==> config.mk <==
export PLATFORM = sky130hd
export DESIGN_NAME = dzcpu_uop_sequencer
export DESIGN_NICKNAME = d
export VERILOG_FILES = /design/src/rtl/dzcpu_uop_sequencer.sv
export SDC_FILE = /design/constraint.sdc
export NUM_CORES = 1
export LEC_CHECK = 0
export ABC_CLOCK_PERIOD_IN_PS = 4900
export CORE_MARGIN = 2
export CORE_UTILIZATION = 30
export DETAILED_ROUTE_END_ITERATION = 8
export HOLD_SLACK_MARGIN = 0.05
export PLACE_DENSITY = 0.77
export SYNTH_ARGS = -nofsm -noshare
export SYNTH_HDL_FRONTEND = slang
export SYNTH_SLANG_ARGS = --single-unit
==> constraint.sdc <==
create_clock -name iClock -period 4.9 [get_ports iClock]
set_clock_uncertainty 0.15 [all_clocks]
set_input_delay 1.47 -clock iClock [delete_from_list [all_inputs] [get_ports iClock]]
set_output_delay 1.47 -clock iClock [all_outputs]
set_load 0.01 [all_outputs]
==> src/rtl/dzcpu_uop_sequencer.sv <==
// dzcpu micro-sequencer: latches the fetched opcode, loads the uPC from the
// main or CB flow-index LUT, and walks the micro-op ROM one word per cycle,
// decoding each word into execute / PC-increment / flag-update strobes.
module dzcpu_uop_sequencer #(
   parameter logic [4:0] JCB_OP    = 5'd6,
   parameter logic [7:0] UPC_LIMIT = 8'd255
) (
   input  logic        iClock,
   input  logic        iReset,
   input  logic [7:0]  iMop,
   input  logic        iMopValid,
   input  logic [7:0]  iFlowIdx,
   input  logic [7:0]  iCbFlowIdx,
   input  logic [12:0] iUop,
   input  logic        iFlagZ,
   input  logic        iStall,
   output logic [7:0]  oUopAddr,
   output logic [7:0]  oMop,
   output logic [4:0]  oOp,
   output logic [4:0]  oOperand,
   output logic        oExec,
   output logic        oPcInc,
   output logic        oFlagsUpdate,
   output logic        oEof,
   output logic        oFault
);

   localparam logic [2:0] FL_OP         = 3'd0;
   localparam logic [2:0] FL_INC        = 3'd1;
   localparam logic [2:0] FL_EOF        = 3'd2;
   localparam logic [2:0] FL_INC_EOF    = 3'd3;
   localparam logic [2:0] FL_EOF_FU     = 3'd4;
   localparam logic [2:0] FL_INC_EOF_FU = 3'd5;
   localparam logic [2:0] FL_INC_EOF_Z  = 3'd6;
   localparam logic [2:0] FL_INC_EOF_NZ = 3'd7;

   typedef enum logic {
      FETCH = 1'b0,
      EXEC  = 1'b1
   } state_t;

   state_t      state, state_nxt;
   logic [7:0]  upc, upc_nxt;
   logic [7:0]  mop, mop_nxt;
   logic [2:0]  flow;
   logic [4:0]  op;
   logic [4:0]  operand;
   logic        flow_pcinc;
   logic        eof_taken;
   logic        exec, pcinc, flags_upd, eof, fault;

   assign flow    = iUop[12:10];
   assign op      = iUop[9:5];
   assign operand = iUop[4:0];

   // Decode the flow field: which forms bump the PC and which end the flow now.
   always_comb begin
      flow_pcinc = 1'b0;
      eof_taken  = 1'b0;
      case (flow)
         FL_OP:         begin flow_pcinc = 1'b0; eof_taken = 1'b0;    end
         FL_INC:        begin flow_pcinc = 1'b1; eof_taken = 1'b0;    end
         FL_EOF:        begin flow_pcinc = 1'b0; eof_taken = 1'b1;    end
         FL_INC_EOF:    begin flow_pcinc = 1'b1; eof_taken = 1'b1;    end
         FL_EOF_FU:     begin flow_pcinc = 1'b0; eof_taken = 1'b1;    end
         FL_INC_EOF_FU: begin flow_pcinc = 1'b1; eof_taken = 1'b1;    end
         FL_INC_EOF_Z:  begin flow_pcinc = 1'b1; eof_taken = iFlagZ;  end
         FL_INC_EOF_NZ: begin flow_pcinc = 1'b1; eof_taken = ~iFlagZ; end
         default:       begin flow_pcinc = 1'b0; eof_taken = 1'b0;    end
      endcase
   end

   // Next-state and strobe logic; stall outranks runaway, redirect and Z exit.
   always_comb begin
      state_nxt = state;
      upc_nxt   = upc;
      mop_nxt   = mop;
      exec      = 1'b0;
      pcinc     = 1'b0;
      flags_upd = 1'b0;
      eof       = 1'b0;
      fault     = 1'b0;
      case (state)
         FETCH: begin
            if (iMopValid) begin
               mop_nxt   = iMop;
               upc_nxt   = iFlowIdx;
               state_nxt = EXEC;
            end
         end
         EXEC: begin
            if (!iStall) begin
               if ((upc == UPC_LIMIT) && !eof_taken) begin
                  fault     = 1'b1;
                  state_nxt = FETCH;
               end else if (op == JCB_OP) begin
                  // Without a CB byte on the bus the redirect waits like a stall.
                  if (iMopValid) begin
                     pcinc   = flow_pcinc;
                     upc_nxt = iCbFlowIdx;
                     mop_nxt = iMop;
                  end
               end else begin
                  pcinc     = flow_pcinc;
                  flags_upd = (flow == FL_EOF_FU) || (flow == FL_INC_EOF_FU);
                  eof       = eof_taken;
                  // A taken conditional exit skips the word's operation.
                  exec      = !(eof_taken && (flow == FL_INC_EOF_Z || flow == FL_INC_EOF_NZ));
                  if (eof_taken) begin
                     state_nxt = FETCH;
                  end else begin
                     upc_nxt = upc + 8'd1;
                  end
               end
            end
         end
         default: state_nxt = FETCH;
      endcase
   end

   // Registered sequencer state: FSM, uPC and latched opcode.
   always_ff @(posedge iClock or negedge iReset) begin
      if (!iReset) begin
         state <= FETCH;
         upc   <= 8'd0;
         mop   <= 8'd0;
      end else begin
         state <= state_nxt;
         upc   <= upc_nxt;
         mop   <= mop_nxt;
      end
   end

   assign oUopAddr     = upc;
   assign oMop         = mop;
   assign oOp          = exec ? op : 5'd0;
   assign oOperand     = exec ? operand : 5'd0;
   assign oExec        = exec;
   assign oPcInc       = pcinc;
   assign oFlagsUpdate = flags_upd;
   assign oEof         = eof;
   assign oFault       = fault;

endmodule
==> results_tabular.tex <==
\begin{tabular}{lr}
\hline
Metric & Value \\
\hline
\multicolumn{2}{l}{\textbf{Clocking}} \\
\quad Clock tree from TritonCTS & yes \\
\quad Number of buffers inserted by hold repair at cts & 0 \\
\quad Skew-Pair Late Insertion Delay & 0.25 ns \\
\quad TritonCTS sink count & 17 \\
\quad Number of buffers added for setup after CTS & 0 \\
\quad CTS H-Tree Depth & 1 \\
\quad Clock root buffer & sky130\_fd\_sc\_hd\_\_clkbuf\_8 \\
\quad Maximum number of buffers from clock root to sink & 2 \\
\quad Number of buffers created by CTS & 3 \\
\quad Post-CTS clock slew at the launch and capture registers of the worst setup and hold paths & 0.07 ns \\
\multicolumn{2}{l}{\textbf{Cells and area}} \\
\quad Synthesis-to-finish area growth & 73.5\% \\
\quad Fin area & 2050 um\^{}2 \\
\quad Cell Count, Final, Fillers Out & 249 \\
\quad Layout net count & 245 \\
\quad Area of combinational cells with multiple inputs & 729 um\^{}2 \\
\quad Area taken by flip-flops and latches & 425 um\^{}2 \\
\quad \# diodes & 0 \\
\quad Fill count & 356 \\
\quad Layout cell share with drive strength beyond 1 & 0.174 \\
\multicolumn{2}{l}{\textbf{Min path}} \\
\quad Endpoint with the worst hold slack & oMop[5] \\
\quad Hold Crit Depth & 1 \\
\quad Type of the tightest min-delay check & reg2reg \\
\quad Startpoint of the most critical hold path & oMop[5] \\
\multicolumn{2}{l}{\textbf{Power}} \\
\quad Fraction of power spent switching nets & 0.346 \\
\quad Internal power consumption & 0.511 mW \\
\quad Relative contribution of sequential cells to total power & 0.342 \\
\quad Leakage & 0.892 nW \\
\quad Total power density per cell area & 382 nW/um\^{}2 \\
\quad Combinational share of power & 0.526 \\
\quad Clock power frac & 0.132 \\
\quad Highest ir drop seen on vdd & 0.000228 V \\
\quad Psw & 0.270 mW \\
\multicolumn{2}{l}{\textbf{Global routing}} \\
\quad Most Crowded Layer GR & met2 \\
\quad Met1 track demand over resource & 0.180 \\
\quad Global-route track usage on met2 & 0.234 \\
\quad Global route overflow & 0 \\
\quad GR Layer Usage met3 & 0.0338 \\
\quad Vias in the first global route & 1,093 \\
\quad First-pass GRT wire length & 4810 um \\
\quad Pin count of the biggest net entering global routing & 18 \\
\quad Initial antenna violation count & 0 \\
\quad Overall global routing resource usage & 0.139 \\
\multicolumn{2}{l}{\textbf{Drt}} \\
\quad DRC Markers & 0 \\
\quad Routed wire length & 3070 um \\
\quad Via density per instance & 4.70 \\
\quad Remaining antenna violation count & 0 \\
\quad Count of TritonRoute iterations in the first routing pass & 4 \\
\quad Via count & 1,171 \\
\quad Wire per inst & 12.3 um \\
\quad Iteration-0 DRC count of the detailed router & 14 \\
\multicolumn{2}{l}{\textbf{Yosys}} \\
\quad Synth area leaders & sky130\_fd\_sc\_hd\_\_dfrtp\_1, sky130\_fd\_sc\_hd\_\_mux2\_2, sky130\_fd\_sc\_hd\_\_and2\_1 \\
\quad Post-synthesis mux area share & 0.160 \\
\quad Synth Register Bits & 17 \\
\quad Post-Synth Simple-Gate Area & 0.244 \\
\quad Number of distinct standard cells referenced by the synthesized netlist & 32 \\
\quad Post-synth EDFFs & 0 \\
\quad Main combinational cell family by area after synthesis & simple AND/OR/NAND/NOR gates \\
\quad Area leader, netlist & sky130\_fd\_sc\_hd\_\_dfrtp\_1 \\
\quad Share of the synthesized area in compound gates (AO/OA/AOI/OAI) & 0.161 \\
\quad Adder-cell share of the synthesized area & 0.0106 \\
\quad Sequential element share of the synthesized area & 0.361 \\
\quad Post-synthesis net count & 165 \\
\quad Fraction of synthesized cell area taken by the top area cell type & 0.361 \\
\quad Post-Syn Area & 1180 um\^{}2 \\
\quad Yosys warning total & 0 \\
\quad Flip-flop cell with the highest count after synthesis & sky130\_fd\_sc\_hd\_\_dfrtp\_1 \\
\quad Syn Area/Cell & 9.67 um\^{}2 \\
\quad Share of the synthesized netlist area taken by xor and xnor gates & 0.0297 \\
\quad Async set-reset flop share out of synthesis & 1.00 \\
\quad Gate count of the mapped netlist & 122 \\
\multicolumn{2}{l}{\textbf{Timing}} \\
\quad Highest clock rate & 0.208 GHz \\
\quad Count of final setup violators & 0 \\
\quad Least-Margin Pin Slew & 0.767 ns \\
\quad Hold Violations, Final & 0 \\
\quad Relative max-transition margin & 0.487 \\
\quad Max-slew violation total from the final report & 0 \\
\quad Final critical delay including setup and external delays & 4.81 ns \\
\quad Final Cycle Share & 0.981 \\
\quad Setup repair after global routing missed its margin & false \\
\multicolumn{2}{l}{\textbf{Die}} \\
\quad Die extent in x & 66.7 um \\
\quad Number of standard-cell rows in the floorplan & 22 \\
\quad Top-Level Pins & 73 \\
\quad DIE HEIGHT & 66.7 um \\
\quad Initial Utilization & 0.318 \\
\quad Placeable core region & 3720 um\^{}2 \\
\quad Die area & 4450 um\^{}2 \\
\multicolumn{2}{l}{\textbf{Placement}} \\
\quad Number of cells after detailed placement & 244 \\
\quad Input/output buffers & 72 \\
\quad Placed cell areas & 1990 um\^{}2 \\
\quad Detail Placement HPWL & 2440 um \\
\quad Final estimated routing congestion in global placement & 0.751 \\
\multicolumn{2}{l}{\textbf{Setup path}} \\
\quad Endpoint of the lowest-slack register-to-register path & oMop[7] \\
\quad Slack of the worst reg-to-reg path & 2.50 ns \\
\quad Buffers and inverters on the worst path & 3 \\
\quad FF-to-FF path depth & 6 \\
\quad Required time worst endpoint & 3.28 ns \\
\quad Series of cell instances along the critical path & clkdlybuf4s50\_1 -> nand2b\_4 -> or3\_1 -> nand2b\_1 -> buf\_4 -> nor3b\_1 -> clkdlybuf4s50\_1 \\
\quad Worst setup path category & in2out \\
\quad Max incr delay on CP & 0.57 ns \\
\quad Worst reg2reg startpoint & oUopAddr[0] \\
\quad Cell family with the largest share of critical-path delay & buffers and inverters \\
\quad Critical path fanouts, max & 2 \\
\quad Data arrival at the endpoint of the critical path & 3.19 ns \\
\quad Slowest library cell on the worst path & sky130\_fd\_sc\_hd\_\_clkdlybuf4s50\_1 \\
\quad Element type at the critical path start & input pin \\
\quad Cell mode on critical path & sky130\_fd\_sc\_hd\_\_clkdlybuf4s50\_1 \\
\quad Kind of end point of the critical path & output pin \\
\multicolumn{2}{l}{\textbf{Status}} \\
\quad Outcome & completed \\
\multicolumn{2}{l}{\textbf{Job}} \\
\quad Number of max-cap violations & 0 \\
\hline
\end{tabular}
-- cell families (layout without fill, tap and decap cells) --
logic type | count (synthesis) | after routing
compound gates | 22 | 22
xor+xnor | 4 | 4
fa+ha+maj | 1 | 1
buf+inv | 10 | 89
flops | 17 | 17
mux | 17 | 17
simple gates | 51 | 51
-- worst max-delay path by stage --
| stage | from | endpoint | slack (ns) | cells past startpoint |
|---|---|---|---|---|
| finish | iUop[5] | oFlagsUpdate | 0.09 | 7 |
| global route | iUop[5] | oFlagsUpdate | 0.004 | 7 |
| CTS | iUop[10] | oExec | 0.04 | 7 |
| floorplan | iUop[11] | oOp[0] | 0.59 | 6 |
| detailed placement | iUop[10] | oOperand[1] | -0.1 | 7 |
| global placement | iUop[11] | oOperand[4] | -0.09 | 8 |
-- power groups by stage --
| stage | Combinational, mW | Clock, mW | Sequential [mW] |
|---|---|---|---|
| floorplan | 0.190 | 0 | 0.281 |
| global placement | 0.411 | 0 | 0.268 |
| detailed placement | 0.417 | 0 | 0.269 |
| CTS | 0.417 | 0.107 | 0.267 |
| global route | 0.448 | 0.114 | 0.279 |
| finish | 0.411 | 0.103 | 0.267 |
-- cell usage in the layout (no fill, tap or decap), types with 2 or more instances in the layout --
cell type / netlist / final
sky130_fd_sc_hd__clkdlybuf4s50_1: 0 / 60
sky130_fd_sc_hd__dfrtp_1: 17 / 17
sky130_fd_sc_hd__mux2_2: 15 / 15
sky130_fd_sc_hd__dlygate4sd2_1: 0 / 11
sky130_fd_sc_hd__and2_1: 11 / 10
sky130_fd_sc_hd__nor2_1: 9 / 9
sky130_fd_sc_hd__nand2_1: 7 / 7
sky130_fd_sc_hd__buf_4: 0 / 7
sky130_fd_sc_hd__nor3_1: 7 / 6
sky130_fd_sc_hd__o21ai_0: 6 / 6
sky130_fd_sc_hd__inv_1: 5 / 5
sky130_fd_sc_hd__nand3_1: 4 / 4
sky130_fd_sc_hd__nand2b_1: 4 / 4
sky130_fd_sc_hd__o2bb2ai_1: 4 / 4
sky130_fd_sc_hd__or3_1: 3 / 3
sky130_fd_sc_hd__o21a_1: 3 / 3
sky130_fd_sc_hd__clkbuf_8: 0 / 3
sky130_fd_sc_hd__a21oi_1: 2 / 2
sky130_fd_sc_hd__mux2i_1: 2 / 2
sky130_fd_sc_hd__a31oi_1: 2 / 2
sky130_fd_sc_hd__xnor2_1: 3 / 2
-- cells in the mapped netlist, types with 4 or more instances --
cell,n
sky130_fd_sc_hd__nand2b_1,4
sky130_fd_sc_hd__dfrtp_1,17
sky130_fd_sc_hd__inv_1,5
sky130_fd_sc_hd__nand3_1,4
sky130_fd_sc_hd__nand2_1,7
sky130_fd_sc_hd__o2bb2ai_1,4
sky130_fd_sc_hd__o21ai_0,6
sky130_fd_sc_hd__nor3_1,7
sky130_fd_sc_hd__and2_1,11
sky130_fd_sc_hd__nor2_1,9
sky130_fd_sc_hd__mux2_2,15
-- sequential cells by signal, summed over array words and instances (netlist names) --
register,flops
state,1
oMop,8
oUopAddr,8
-- timing repair --
action	in CTS	in global routing
endpoints found under the setup margin	11	1
gates cloned	1	0
resized for setup	15	1
-- metrics by stage --
stage	worst slack (ns)	util	setup TNS [ns]	hold slack (ns)	total power, mW
floorplan	0.586	-	0	0.400	0.470
finish	0.0919	0.551	0	0.359	0.781
global placement	-0.0901	0.536	-0.855	0.336	0.679
CTS	0.0395	0.550	0	0.364	0.792
global route	0.00428	0.551	0	0.380	0.842
detailed placement	-0.0976	0.536	-0.888	0.347	0.686
-- layer usage --
| metal | vias up | wire length [um] |
|---|---|---|
| met5 | - | 0 |
| met4 | 0 | 13 |
| met3 | 2 | 304 |
| met2 | 45 | 1440 |
| met1 | 532 | 1310 |
| li1 | 592 | - |
-- final cells by class --
cell class              count  share of cell area
repair buffers             80               0.375
multi-input cells          95               0.356
well taps                  48              0.0293
clock inverters             1             0.00244
clock buffers               3              0.0202
flip-flops and latches     17               0.208
inverters                   5             0.00917
No activity file was read; power rests on OpenSTA's default activity.
